===== config.mk =====
export PLATFORM = sky130hd
export DESIGN_NAME = add_serial_feeder
export DESIGN_NICKNAME = d
export VERILOG_FILES = /design/src/rtl/add_serial_pkg.sv /design/src/rtl/add_serial_opfifo.sv /design/src/rtl/add_serial_feeder.sv
export SDC_FILE = /design/constraint.sdc
export NUM_CORES = 1
export LEC_CHECK = 0
export BUFFER_PORTS_ARGS = -buffer_cell sky130_fd_sc_hd__buf_2
export CELL_PAD_IN_SITES_DETAIL_PLACEMENT = 0
export CELL_PAD_IN_SITES_GLOBAL_PLACEMENT = 1
export CORE_ASPECT_RATIO = 1.4
export CORE_MARGIN = 2
export CORE_UTILIZATION = 46
export DETAILED_ROUTE_END_ITERATION = 8
export PLACE_DENSITY = 0.85
export SETUP_SLACK_MARGIN = 0.15
export SYNTH_ARGS = -nofsm -noshare
export SYNTH_HDL_FRONTEND = slang
export SYNTH_SLANG_ARGS = --single-unit

===== constraint.sdc =====
create_clock -name clk -period 3.1 [get_ports clk]
set_input_delay 0.62 -clock clk [delete_from_list [all_inputs] [get_ports clk]]
set_output_delay 0.62 -clock clk [all_outputs]
set_load 0.02 [all_outputs]

===== src/rtl/add_serial_pkg.sv =====
`default_nettype none
// ============================================================================
// Module      : add_serial_pkg
// Description : Shared types and default timing constants for the serial
//               adder and its feeder sequencer.
// Revision    : 1.0 - initial release
// ============================================================================
package add_serial_pkg;

    // Feeder sequencer states.
    typedef enum logic [1:0] {
        S_IDLE   = 2'd0,
        S_LAUNCH = 2'd1,
        S_WAIT   = 2'd2,
        S_GAP    = 2'd3
    } state_t;

    // One load cycle plus eight add cycles before add_out is valid.
    localparam int unsigned c_dflt_result_lat = 9;
    // Idle cycles after capture so the adder can return to its idle state.
    localparam int unsigned c_dflt_gap_cyc    = 2;

endpackage : add_serial_pkg
`default_nettype wire


===== src/rtl/add_serial_opfifo.sv =====
`default_nettype none
// ============================================================================
// Module      : add_serial_opfifo
// Description : Small synchronous FIFO holding operand pairs. DEPTH must be a
//               power of two so the pointers wrap naturally.
// Revision    : 1.0 - initial release
// ============================================================================
module add_serial_opfifo #(
    parameter int DATA_W = 16,
    parameter int DEPTH  = 2
) (
    input  logic              clk,
    input  logic              rst,
    input  logic              push,
    input  logic [DATA_W-1:0] push_data,
    input  logic              pop,
    output logic [DATA_W-1:0] pop_data,
    output logic              full,
    output logic              empty
);

    localparam int c_ptr_w = (DEPTH > 1) ? $clog2(DEPTH) : 1;
    localparam int c_cnt_w = $clog2(DEPTH) + 1;
    localparam logic [c_cnt_w-1:0] c_depth = c_cnt_w'(DEPTH);

    logic [DATA_W-1:0]  r_mem [DEPTH];
    logic [c_ptr_w-1:0] r_wr_ptr;
    logic [c_ptr_w-1:0] r_rd_ptr;
    logic [c_cnt_w-1:0] r_count;

    logic w_do_push;
    logic w_do_pop;

    // A full FIFO never accepts, even if a pop happens in the same cycle.
    assign w_do_push = push && !full;
    assign w_do_pop  = pop && !empty;

    // Storage array; contents need no reset since the count qualifies them.
    always_ff @(posedge clk) begin
        if (w_do_push) begin
            r_mem[r_wr_ptr] <= push_data;
        end
    end

    // Pointer and occupancy bookkeeping.
    always_ff @(posedge clk) begin
        if (rst) begin
            r_wr_ptr <= '0;
            r_rd_ptr <= '0;
            r_count  <= '0;
        end else begin
            if (w_do_push) begin
                r_wr_ptr <= r_wr_ptr + 1'b1;
            end
            if (w_do_pop) begin
                r_rd_ptr <= r_rd_ptr + 1'b1;
            end
            case ({w_do_push, w_do_pop})
                2'b10:   r_count <= r_count + 1'b1;
                2'b01:   r_count <= r_count - 1'b1;
                default: r_count <= r_count;
            endcase
        end
    end

    assign full     = (r_count == c_depth);
    assign empty    = (r_count == '0);
    assign pop_data = r_mem[r_rd_ptr];

endmodule : add_serial_opfifo
`default_nettype wire


===== src/rtl/add_serial_feeder.sv =====
`default_nettype none
// ============================================================================
// Module      : add_serial_feeder
// Description : Sequencer around one serial adder. Buffers operand pairs,
//               launches them one at a time, captures add_out after a fixed
//               latency and returns each sum on a valid/ready result port.
// Revision    : 1.0 - initial release
// ============================================================================
module add_serial_feeder
    import add_serial_pkg::*;
#(
    parameter int WIDTH      = 8,
    parameter int FIFO_DEPTH = 2,
    parameter int RESULT_LAT = int'(c_dflt_result_lat),
    parameter int GAP_CYC    = int'(c_dflt_gap_cyc)
) (
    input  logic             clk,
    input  logic             rst,
    input  logic             in_valid,
    output logic             in_ready,
    input  logic [WIDTH-1:0] in_a,
    input  logic [WIDTH-1:0] in_b,
    output logic             add_en,
    output logic [WIDTH-1:0] add_a,
    output logic [WIDTH-1:0] add_b,
    input  logic [WIDTH-1:0] add_out,
    output logic             res_valid,
    input  logic             res_ready,
    output logic [WIDTH-1:0] res_sum,
    output logic             busy
);

    localparam int c_cnt_w = $clog2(RESULT_LAT + GAP_CYC + 1);
    localparam logic [c_cnt_w-1:0] c_cnt_one  = c_cnt_w'(1);
    localparam logic [c_cnt_w-1:0] c_lat_last = c_cnt_w'(RESULT_LAT);
    // GAP_CYC is expected to be >= 2; the S_GAP stay plus the S_IDLE cycle
    // together make up the gap.
    localparam logic [c_cnt_w-1:0] c_gap_last = c_cnt_w'(GAP_CYC - 1);

    state_t             r_state;
    logic [c_cnt_w-1:0] r_cnt;
    logic               r_add_en;
    logic [WIDTH-1:0]   r_add_a;
    logic [WIDTH-1:0]   r_add_b;
    logic               r_res_valid;
    logic [WIDTH-1:0]   r_res_sum;

    logic               w_push;
    logic               w_full;
    logic               w_empty;
    logic [2*WIDTH-1:0] w_head;
    logic               w_res_take;
    logic               w_launch;
    logic [c_cnt_w-1:0] w_cnt_inc;

    assign in_ready   = !w_full;
    assign w_push     = in_valid && in_ready;
    assign w_res_take = r_res_valid && res_ready;
    // A result being dequeued this cycle frees the slot for a same-cycle launch.
    assign w_launch   = (r_state == S_IDLE) && !w_empty && (!r_res_valid || res_ready);
    assign w_cnt_inc  = r_cnt + 1'b1;

    add_serial_opfifo #(
        .DATA_W (2 * WIDTH),
        .DEPTH  (FIFO_DEPTH)
    ) u_opfifo (
        .clk       (clk),
        .rst       (rst),
        .push      (w_push),
        .push_data ({in_a, in_b}),
        .pop       (w_launch),
        .pop_data  (w_head),
        .full      (w_full),
        .empty     (w_empty)
    );

    // Launch / wait / capture / gap sequencing with registered adder and result outputs.
    always_ff @(posedge clk) begin
        if (rst) begin
            r_state     <= S_IDLE;
            r_cnt       <= '0;
            r_add_en    <= 1'b0;
            r_add_a     <= '0;
            r_add_b     <= '0;
            r_res_valid <= 1'b0;
            r_res_sum   <= '0;
        end else begin
            r_add_en <= 1'b0;
            if (w_res_take) begin
                r_res_valid <= 1'b0;
            end
            case (r_state)
                S_IDLE: begin
                    r_cnt <= '0;
                    if (w_launch) begin
                        r_add_a  <= w_head[2*WIDTH-1:WIDTH];
                        r_add_b  <= w_head[WIDTH-1:0];
                        r_add_en <= 1'b1;
                        r_state  <= S_LAUNCH;
                    end
                end
                S_LAUNCH: begin
                    r_cnt   <= c_cnt_one;
                    r_state <= S_WAIT;
                end
                S_WAIT: begin
                    if (r_cnt == c_lat_last) begin
                        r_res_sum   <= add_out;
                        r_res_valid <= 1'b1;
                        r_cnt       <= '0;
                        r_state     <= S_GAP;
                    end else begin
                        r_cnt <= w_cnt_inc;
                    end
                end
                S_GAP: begin
                    r_cnt <= w_cnt_inc;
                    if (w_cnt_inc >= c_gap_last) begin
                        r_cnt   <= '0;
                        r_state <= S_IDLE;
                    end
                end
                default: begin
                    r_cnt   <= '0;
                    r_state <= S_IDLE;
                end
            endcase
        end
    end

    assign add_en    = r_add_en;
    assign add_a     = r_add_a;
    assign add_b     = r_add_b;
    assign res_valid = r_res_valid;
    assign res_sum   = r_res_sum;
    assign busy      = (r_state != S_IDLE);

endmodule : add_serial_feeder
`default_nettype wire


==> results.ini <==
[clock_network]
tritoncts = built
clkLatencyLatePin_ns = 0.34
clock_sinks = 68
ctsHoldBuffers = 0
cts_buffers = 9
h-tree-depth = 3
post_cts_buffers = 0
clockBufferDepth = 2
cts.clk_slew.worst_paths_ns = 0.07
cts_root_buf = clkbuf_8
cts-resized-gates = 0

[global_routing]
grt_max_degree = 39
grt_pass1_wl_mm = 7.31
grt_pass1_vias = 1615
gr-total-overflow = 0
grtUsageTotal = 0.158
antenna_found_initial = 0

[timing]
period_share = 0.642
timing_max_transition_violations_final = 0
min_period_ns = 1.99
setup_ws_ns = 1.11
relSlewSlack = 0.331
finalHoldViolCount = 0
setup_viol = 0
worst_pin_slew_ns = 1.00
timing.setup.tns_ns = 0
finClkSkew_ns = 0.00908
fmax_ghz = 0.502
rsz0062_at_grt = false

[floorplanning]
die_h_um = 94.3
initial_utilization = 0.481
die_area_mm2 = 0.00646
io_pins = 56
core_mm2 = 0.00557
rows = 32
die_w_um = 68.5

[routing]
drc = 0
avgRoutedWirePerCell_um = 13.6
ant_nets = 0
dr.first_iter.drc_count = 73
firstDrtPassIters = 4
vias = 1708
via_per_inst = 5.01
drt_wl_total_mm = 4.64

[synthesis]
synth_edf_count = 32
synth_cell_type_count = 35
synth_fp_nets = 246
async_flop_share = 0
synthFlopType = dfxtp_1
ys_ff_latch = 68
syn_area_per_cell_um2 = 12.8
ys_seq_area_frac = 0.628
synth_area_mm2 = 0.00268
synthCells = 210
yosysWarnings = 0

[critical_path]
critPathKind = reg -> out
path_max_fanout = 6
worstPathRequired_ns = 2.48
startpoint_type = flip-flop
endpoint_kind = primary output
arrival_ns = 1.37

[finish]
layout_commonest_cell = buf_2
nets = 304
fin_util = 0.571
mostFrequentLayoutCells = buf_2 (55), dfxtp_1 (36), edfxtp_1 (32)
drive_gt1_frac = 0.337
areaGrowthSynthToFinish_pct = 18.8
n_antenna_cell = 0
fin_cells = 341

[placed_design]
hpwl_mm = 3.09
place_ws_ns = 1.13
gp_congestion = 0.763
numPortBuffers = 55
dp.cells = 325

[power_and_ir_drop]
leakage_nw = 1.23
irDropWorstVdd_uv = 390
pwr-share-seq = 0.427
intPower_mw = 1.92
netSwitchingPower_mw = 1.08
switching_share = 0.360
comb_power_share = 0.340
clockPowerShare = 0.233
powerDensity_mw_per_mm2 = 942

[status]
outcome = finished, final reports clean

[hold_path]
holdCritPathClass = reg -> reg

[flow_run]
drv_cap = 0

-- synthesized netlist by cell type, drive strengths merged, types with 2 or more instances --
cell type	count	area share
a211oi	16	0.067
a21oi	9	0.017
buf	7	0.019
clkbuf	3	0.0042
dfxtp	36	0.27
edfxtp	32	0.36
ha	8	0.037
inv	6	0.0084
mux2i	18	0.067
nand2	19	0.027
nand2b	4	0.0093
nor2	26	0.040
nor4	3	0.0070
o21ai	2	0.0037
xnor2	4	0.013
xor2	3	0.0098
-- area by class of cell --
type	instances	area, µm²
fill	496	2380
multi-input combinational	126	911
tap	68	85.1
timing repair buffer	57	290
clock buffer	9	124
clock inverter	7	66.3
inverter	6	22.5
sequential	68	1680
-- metal layers --
layer  track usage  part of all wire  vias up
li1              -                 -      861
met3        0.0528             0.058       10
met4        0.0950             0.023        0
met1         0.178              0.43      787
met2         0.251              0.49       50
met5             0                 0        -
-- stage by stage --
| stage | total power [mW] | hold WS [ns] | area [µm²] |
|---|---|---|---|
| after floorplan | 2.09 | 0.470 | 2680 |
| after global placement | 2.30 | 0.443 | 2990 |
| after detailed placement | 2.33 | 0.447 | 2990 |
| after CTS | 3.03 | 0.451 | 3180 |
| after global routing | 3.19 | 0.450 | 3180 |
| final | 2.99 | 0.455 | 3180 |
-- power groups by stage --
stage | clock network, mW | registers (mW) | logic, mW
2_1_floorplan | 0 | 1.40 | 0.699
3_3_place_gp | 0 | 1.30 | 1.01
3_5_place_dp | 0 | 1.30 | 1.02
4_1_cts | 0.717 | 1.28 | 1.03
5_1_grt | 0.757 | 1.31 | 1.13
6_report | 0.699 | 1.28 | 1.02
-- critical path, cell delays in order, from the launching register on --
cell	delay, ns
dfxtp_1	0.42
inv_1	0.08
ha_1	0.19
inv_1	0.14
buf_2	0.20
-- kinds of logic after synthesis --
family	after synthesis	synth area share
AND/OR/NAND/NOR	61	0.111
flip-flops	68	0.628
multiplexers	18	0.0673
adder cells (fa/ha/maj)	8	0.0374
AO/OA/AOI/OAI	32	0.102
XOR/XNOR	7	0.0229
buffers and inverters	16	0.0318
-- sequential cells by signal (all words and copies together), names as in the netlist --
register	cells
u_opfifo.r_mem	32
add_a	8
add_b	8
res_sum	8
r_cnt	4
r_state	2
u_opfifo.r_count	2
add_en	1
res_valid	1
u_opfifo.r_rd_ptr	1
u_opfifo.r_wr_ptr	1
-- final timing paths --
path	start	endpoint	slack (ns)	cells past startpoint
hold reg to reg	res_sum[5]	res_sum[5]	0.46	2
setup reg to reg	r_state[1]	u_opfifo.r_count[1]	1.29	7
setup / recovery	r_state[1]	busy	1.11	4
hold / removal	res_sum[5]	res_sum[5]	0.46	2
Power figures use the tool's default switching activity.
